==> config.mk <==
export PLATFORM = sky130hd
export DESIGN_NAME = core_scheduler_flat
export DESIGN_NICKNAME = d
export VERILOG_FILES = /design/src/rtl/gpu_core_pkg.sv /design/src/rtl/core_scheduler_if.sv /design/src/rtl/lane_select.sv /design/src/rtl/core_scheduler.sv /design/src/flat_wrapper.sv
export SDC_FILE = /design/constraint.sdc
export NUM_CORES = 1
export LEC_CHECK = 0
export ABC_AREA = 0
export ABC_CLOCK_PERIOD_IN_PS = 1550
export BUFFER_PORTS_ARGS = -buffer_cell sky130_fd_sc_hd__buf_2
export CAP_MARGIN = 0
export CORE_ASPECT_RATIO = 0.75
export CORE_UTILIZATION = 43
export DETAILED_ROUTE_END_ITERATION = 16
export GPL_TIMING_DRIVEN = 0
export PLACE_DENSITY_LB_ADDON = 0.1
export SLEW_MARGIN = 20
export SYNTH_ARGS = -nofsm -noshare
export SYNTH_HDL_FRONTEND = slang
export SYNTH_SLANG_ARGS = --single-unit
==> constraint.sdc <==
create_clock -name clk -period 1.55 [get_ports clk]
set_input_delay 0 -clock clk [delete_from_list [all_inputs] [get_ports clk]]
set_output_delay 0 -clock clk [all_outputs]
set_load 0.1 [all_outputs]
==> src/rtl/gpu_core_pkg.sv <==
// Shared core-level definitions for the SIMT core.
// core_state_t is broadcast to every per-thread PC/ALU/LSU unit, and those
// units decode these exact encodings, so the values must not change.
// sel_w() sizes lane-index fields and never returns 0, so THREADS=1 still works.
package gpu_core_pkg;

  localparam int CORE_STATE_W = 3;

  typedef enum logic [CORE_STATE_W-1:0] {
    IDLE    = 3'b000,
    FETCH   = 3'b001,
    DECODE  = 3'b010,
    REQUEST = 3'b011,
    WAIT    = 3'b100,
    EXECUTE = 3'b101,
    UPDATE  = 3'b110,
    DONE    = 3'b111
  } core_state_t;

  function automatic int sel_w(input int n);
    return (n > 1) ? $clog2(n) : 1;
  endfunction

endpackage

==> src/rtl/core_scheduler_if.sv <==
// Scheduler <-> SIMT datapath bundle.
//   core_state  : phase broadcast to the per-thread units
//   current_pc  : shared PC presented to the fetcher and the PC units
//   fetch_valid : fetcher holds the instruction for current_pc
//   dec_ret     : decoded instruction is RET (valid from DECODE onward)
//   lsu_busy    : per-thread LSU outstanding request
//   next_pc     : packed per-thread next PC, lane i at [i*PC_BITS +: PC_BITS]
// Modports: sched (scheduler side), datapath (units side).
interface core_scheduler_if #(
  parameter int THREADS = 4,
  parameter int PC_BITS = 8
) ();
  import gpu_core_pkg::*;

  core_state_t                  core_state;
  logic [PC_BITS-1:0]           current_pc;
  logic                         fetch_valid;
  logic                         dec_ret;
  logic [THREADS-1:0]           lsu_busy;
  logic [THREADS*PC_BITS-1:0]   next_pc;

  modport sched (
    output core_state, current_pc,
    input  fetch_valid, dec_ret, lsu_busy, next_pc
  );

  modport datapath (
    input  core_state, current_pc,
    output fetch_valid, dec_ret, lsu_busy, next_pc
  );

endinterface

==> src/rtl/lane_select.sv <==
// Lowest-set-bit priority encoder over the active lane mask.
//   mask : enabled lanes
//   lane : index of the lowest set bit (0 when mask is empty; the scheduler
//          never launches with an empty mask, so that case is unused)
module lane_select
  import gpu_core_pkg::*;
#(
  parameter int THREADS = 4,
  localparam int SEL_W  = sel_w(THREADS)
) (
  input  logic [THREADS-1:0] mask,
  output logic [SEL_W-1:0]   lane
);

  // Scan high to low so the last hit, the lowest index, wins.
  always_comb begin
    lane = '0;
    for (int i = THREADS - 1; i >= 0; i--) begin
      if (mask[i]) lane = SEL_W'(i);
    end
  end

endmodule

==> src/rtl/core_scheduler.sv <==
// Per-core control FSM for the SIMT datapath.
// Sequences IDLE -> FETCH -> DECODE -> REQUEST -> WAIT -> EXECUTE -> UPDATE,
// looping back to FETCH until a RET retires in UPDATE, then parks in DONE
// until start drops. Owns the shared PC and commits the next_pc of the
// lowest-index enabled lane on each UPDATE.
// Ports:
//   clk, reset (async, active low)
//   start       : level launch request, honoured in IDLE (and releases DONE)
//   thread_mask : enabled lanes, latched at launch
//   dp          : datapath bundle (core_scheduler_if.sched)
//   active_mask : latched thread_mask
//   done        : high while in DONE
//   diverged    : only with CORE_SCHED_DIVERGE_CHECK_EN; sticky flag set when
//                 enabled lanes disagree on next_pc at a non-RET UPDATE,
//                 cleared by reset or a new launch
// All outputs are registered.
module core_scheduler
  import gpu_core_pkg::*;
#(
  parameter int THREADS = 4,
  parameter int PC_BITS = 8
) (
  input  logic               clk,
  input  logic               reset,
  input  logic               start,
  input  logic [THREADS-1:0] thread_mask,
  core_scheduler_if.sched    dp,
  output logic [THREADS-1:0] active_mask,
  output logic               done
`ifdef CORE_SCHED_DIVERGE_CHECK_EN
  ,
  output logic               diverged
`endif
);

  localparam int SEL_W = sel_w(THREADS);

  core_state_t          state_q, state_d;
  logic [PC_BITS-1:0]   pc_q, pc_d;
  logic [THREADS-1:0]   mask_q, mask_d;
  logic                 done_q;
  logic                 launch;
  logic [SEL_W-1:0]     sel_lane;
  logic [PC_BITS-1:0]   sel_pc;
  logic [PC_BITS-1:0]   lane_pc [THREADS];

  for (genvar g = 0; g < THREADS; g++) begin : g_lane_pc
    assign lane_pc[g] = dp.next_pc[g*PC_BITS +: PC_BITS];
  end

  lane_select #(.THREADS(THREADS)) u_lane_select (
    .mask (mask_q),
    .lane (sel_lane)
  );

  assign sel_pc = lane_pc[sel_lane];
  assign launch = start && (thread_mask != '0);

  always_ff @(posedge clk or negedge reset) begin
    if (!reset) begin
      state_q <= IDLE;
      pc_q    <= '0;
      mask_q  <= '0;
      done_q  <= 1'b0;
    end else begin
      state_q <= state_d;
      pc_q    <= pc_d;
      mask_q  <= mask_d;
      // done tracks the next state so it drops on the same edge IDLE is entered.
      done_q  <= (state_d == DONE);
    end
  end

  always_comb begin
    state_d = state_q;
    pc_d    = pc_q;
    mask_d  = mask_q;
    unique case (state_q)
      IDLE: begin
        if (launch) begin
          mask_d  = thread_mask;
          pc_d    = '0;
          state_d = FETCH;
        end
      end
      FETCH:   if (dp.fetch_valid) state_d = DECODE;
      DECODE:  state_d = REQUEST;
      REQUEST: state_d = WAIT;
      // Disabled lanes may carry stale busy bits; only enabled lanes gate.
      WAIT:    if ((dp.lsu_busy & mask_q) == '0) state_d = EXECUTE;
      EXECUTE: state_d = UPDATE;
      UPDATE: begin
        if (dp.dec_ret) begin
          state_d = DONE;
        end else begin
          pc_d    = sel_pc;
          state_d = FETCH;
        end
      end
      DONE:    if (!start) state_d = IDLE;
      default: state_d = IDLE;
    endcase
  end

  assign dp.core_state = state_q;
  assign dp.current_pc = pc_q;
  assign active_mask   = mask_q;
  assign done          = done_q;

`ifdef CORE_SCHED_DIVERGE_CHECK_EN
  logic div_q, div_d, lane_mismatch;

  always_comb begin
    lane_mismatch = 1'b0;
    for (int i = 0; i < THREADS; i++) begin
      if (mask_q[i] && (lane_pc[i] != sel_pc)) lane_mismatch = 1'b1;
    end
  end

  always_comb begin
    div_d = div_q;
    if (state_q == IDLE && launch)
      div_d = 1'b0;
    else if (state_q == UPDATE && !dp.dec_ret && lane_mismatch)
      div_d = 1'b1;
  end

  always_ff @(posedge clk or negedge reset) begin
    if (!reset) div_q <= 1'b0;
    else        div_q <= div_d;
  end

  assign diverged = div_q;
`endif

endmodule

==> src/flat_wrapper.sv <==
// flat-port wrapper written by rule: the top's interface ports become plain ports
module core_scheduler_flat import gpu_core_pkg::*;
#(
  parameter int THREADS = 4,
  parameter int PC_BITS = 8
)
  (clk, reset, start, thread_mask, active_mask, done, dp_core_state, dp_current_pc, dp_fetch_valid, dp_dec_ret, dp_lsu_busy, dp_next_pc);
  core_scheduler_if #(.THREADS(THREADS), .PC_BITS(PC_BITS)) dp_i ();
  input  logic clk;
  input  logic reset;
  input  logic start;
  input  logic [THREADS-1:0] thread_mask;
  output logic [THREADS-1:0] active_mask;
  output logic done;
  output wire logic [$bits(dp_i.core_state)-1:0] dp_core_state;
  output wire logic [$bits(dp_i.current_pc)-1:0] dp_current_pc;
  input wire logic [$bits(dp_i.fetch_valid)-1:0] dp_fetch_valid;
  input wire logic [$bits(dp_i.dec_ret)-1:0] dp_dec_ret;
  input wire logic [$bits(dp_i.lsu_busy)-1:0] dp_lsu_busy;
  input wire logic [$bits(dp_i.next_pc)-1:0] dp_next_pc;
  assign dp_core_state = dp_i.core_state;
  assign dp_current_pc = dp_i.current_pc;
  assign dp_i.fetch_valid = dp_fetch_valid;
  assign dp_i.dec_ret = dp_dec_ret;
  assign dp_i.lsu_busy = dp_lsu_busy;
  assign dp_i.next_pc = dp_next_pc;
  core_scheduler #(.THREADS(THREADS), .PC_BITS(PC_BITS)) u_core (.clk(clk), .reset(reset), .start(start), .thread_mask(thread_mask), .dp(dp_i), .active_mask(active_mask), .done(done));
endmodule
==> out/results.tsv <==
metric	value	unit
drt pass-1 iters	4	
Clock Latency Late Sink	0.30	ns
HP Start	dp_fetch_valid	
Site Rows	15	
P&R area growth vs syn	45.89	%
Avg Vias per Cell	5.374	
Synth Flop Type	dfrtp_1	
share of cells above drive strength 1	51.41	%
Mapped Nets	150	
initial drt markers	49	
hold crit path type	in -> reg	
via count	1134	
worst slew pin tran	0.5180	ns
Largest stage delay, worst path	0.49	ns
number of diodes	0	
final RePlAce weighted congestion	0.8215	
Final nets	223	
Reg-to-Reg Start	u_core.dp.core_state[1]	
WP data required	1.75	ns
average cell area after synthesis	10.28	µm²
count of pins over their slew limit	0	
Hold Fails Final Rpt	0	
maximum clock rate	648.1	MHz
Seq/Total Area, Yosys	37.08	%
vias in the first global route	1079	
synth unique cells	33	
Final Skew	0.009485	ns
fin crit period	1.543	ns
Tcrit/Tclk final	99.55	%
CTS root buf	clkbuf_4	
largest net degree at the start of global routing	17	
FF+latch count, synth	16	
DRT antenna net count	0	
Placed Cells	199	
Boundary Pins	61	
grt ovf	0	
Starting Density	46.40	%
drt drc	0	
largest cells by area after synthesis	dfrtp_1, a32o_1, mux2_4	
Synth area leader	dfrtp_1	
Core Box Area	2327	µm²
Worst VDD drop	1275	µV
Overall Global Routing Usage	24.60	%
port bufs	60	
Fill cells	216	
met2 Use GR	42.00	%
fin area	1575	µm²
Max FO, Critical Path	4	
final WL	2973	µm
Die X	59.87	µm
dpl hpwl	2109	µm
worst path buffer plus inverter count	1	
max-cap violation count	0	
die span in y	45.40	µm
Worst setup EP type	flop	
total CTS buffers	3	
first-pass GRT wire length	4843	µm
Crit Path Class	reg -> reg	
power per cell area	2415	nW/µm²
status	completed	
CP Launch Point	u_core.dp.core_state[1]	
critical-path cell list	buf_6 -> nor4b_4 -> nand2_4 -> mux2_4	
Slew headroom	65.46	%
Synth Warn #	0	
final setup fails	0	
Cell Count, Final, Fillers Out	211	
CP delay by family, top	simple AND/OR/NAND/NOR gates	
met1 Usage GRT	31.61	%
Worst-path clk slew	0.10	ns
met3 usage	6.250	%
RSZ-0062 raised after global routing	true	
Clock Tree Buf Depth	2	
Worst Path Arrival	1.74	ns
H-tree levels	1	
gr busiest metal	met2	
CTS tree	done	
CP max-delay cell	dfrtp_4	
Post-DP Area	1454	µm²
clock sinks	16	
Worst Setup Start Kind	flop	
Synth Cell Area	1080	µm²
async set or reset register ratio after synthesis	100.0	%
Post-synth EDFFs	0	
top cell type's share of synthesized area	37.08	%
Leakage	0.0007379	µW
die area	2718	µm²
cells after synthesis	105	
WL per Instance	14.09	µm
initial antenna violation count	0	
==> path summary, 6_finish.rpt <==
check,slack [ns],cells after the start,end
setup reg to reg,0.007,4,u_core.active_mask[3]
hold / removal,0.02,4,u_core.dp.core_state[0]
setup / recovery,0.007,4,u_core.active_mask[3]
min in group asynchronous,0.15,2,u_core.dp.current_pc[6]
hold reg to reg,0.49,1,u_core.dp.current_pc[3]
max in group asynchronous,1.09,2,u_core.dp.core_state[1]
==> worst reg2reg max path: stages, from the launching register on <==
cell and delay, ns:
dfrtp_4 0.49, buf_6 0.13, nor4b_4 0.39, nand2_4 0.12, mux2_4 0.32
==> what timing repair did <==
action,4_1_cts,5_1_grt
pin swaps,2,2
hold buffers,7,0
resized for setup,1,8
endpoints found under the hold margin,21,0
buffers inserted,3,0
setup endpoints to repair,12,13
==> where the power goes <==
group | internal, µW | switching (µW)
Combinational | 768 | 1990
Sequential | 637 | 170
Clock | 100 | 143
Total | 1510 | 2300
==> metal layers <==
metal | vias to the layer above | part of all wire [%]
li1 | 547 | -
met1 | 534 | 45
met2 | 48 | 47
met3 | 5 | 6.9
met4 | 0 | 1.2
met5 | - | 0
==> through the flow <==
step / hold slack [ns] / worst slack (ns) / setup TNS (ns) / total power (µW) / utilization [%]
after detailed placement: -0.05768 / -0.02296 / -0.1514 / 3481 / 62.47
final: 0.01547 / 0.007024 / 0 / 3804 / 67.69
after global routing: 0.03282 / -0.04320 / -0.2519 / 4004 / 67.69
after global placement: -0.05862 / -0.02297 / -0.1511 / 3456 / 62.47
after floorplan: -0.2956 / -0.1701 / -1.378 / 3000 / -
after CTS: 0.01022 / 0.0001696 / 0 / 3812 / 67.63
==> Yosys cell counts, drive strengths merged, types with 2 or more instances <==
master   n
o21bai   8
clkbuf   4
nand2b   3
a21oi    4
nor3b    8
mux2     4
nand2    3
a32o     8
o31ai    2
o21a     8
nor2b    8
dfrtp   16
o21ai   10
buf      5
==> cell type report <==
type,instances,area (µm²),area share (%)
multi-input cells,79,636.9,40.43
flip-flops and latches,16,419.2,26.61
repair buffers,70,392.9,24.94
plain buffers,7,53.80,3.415
well taps,34,42.54,2.701
clock buffers,4,26.28,1.668
inverters,1,3.754,0.2383
==> layout by cell type, fill, tap and decap left out, types with 2 or more instances in the layout <==
cell	count
a32o_1	8
mux2_4	4
o21a_1	8
dfrtp_1	9
nor3b_1	7
buf_4	4
clkbuf_4	3
o31ai_1	2
nand2b_1	3
dfrtp_2	3
nand2_1	2
dlygate4sd3_1	7
dfrtp_4	4
nor2b_1	8
a21oi_1	3
clkbuf_1	2
buf_2	60
o21ai_0	10
buf_6	3
o21bai_1	8
==> flip-flops by register name, summed over array words and instances (netlist names) <==
signal,cells
u_core.dp.core_state,3
u_core.dp.current_pc,8
u_core.active_mask,4
u_core.done,1
==> cell families (layout without fill, tap and decap cells) <==
family / count (synthesis) / count (layout) / share of synthesized area, %
multiplexers: 4 / 4 / 5.562
AO/OA/AOI/OAI: 46 / 46 / 31.64
AND/OR/NAND/NOR: 29 / 29 / 20.51
flip-flops: 16 / 16 / 37.08
buffers and inverters: 10 / 82 / 5.213
No activity file was read; power rests on OpenSTA's default activity.
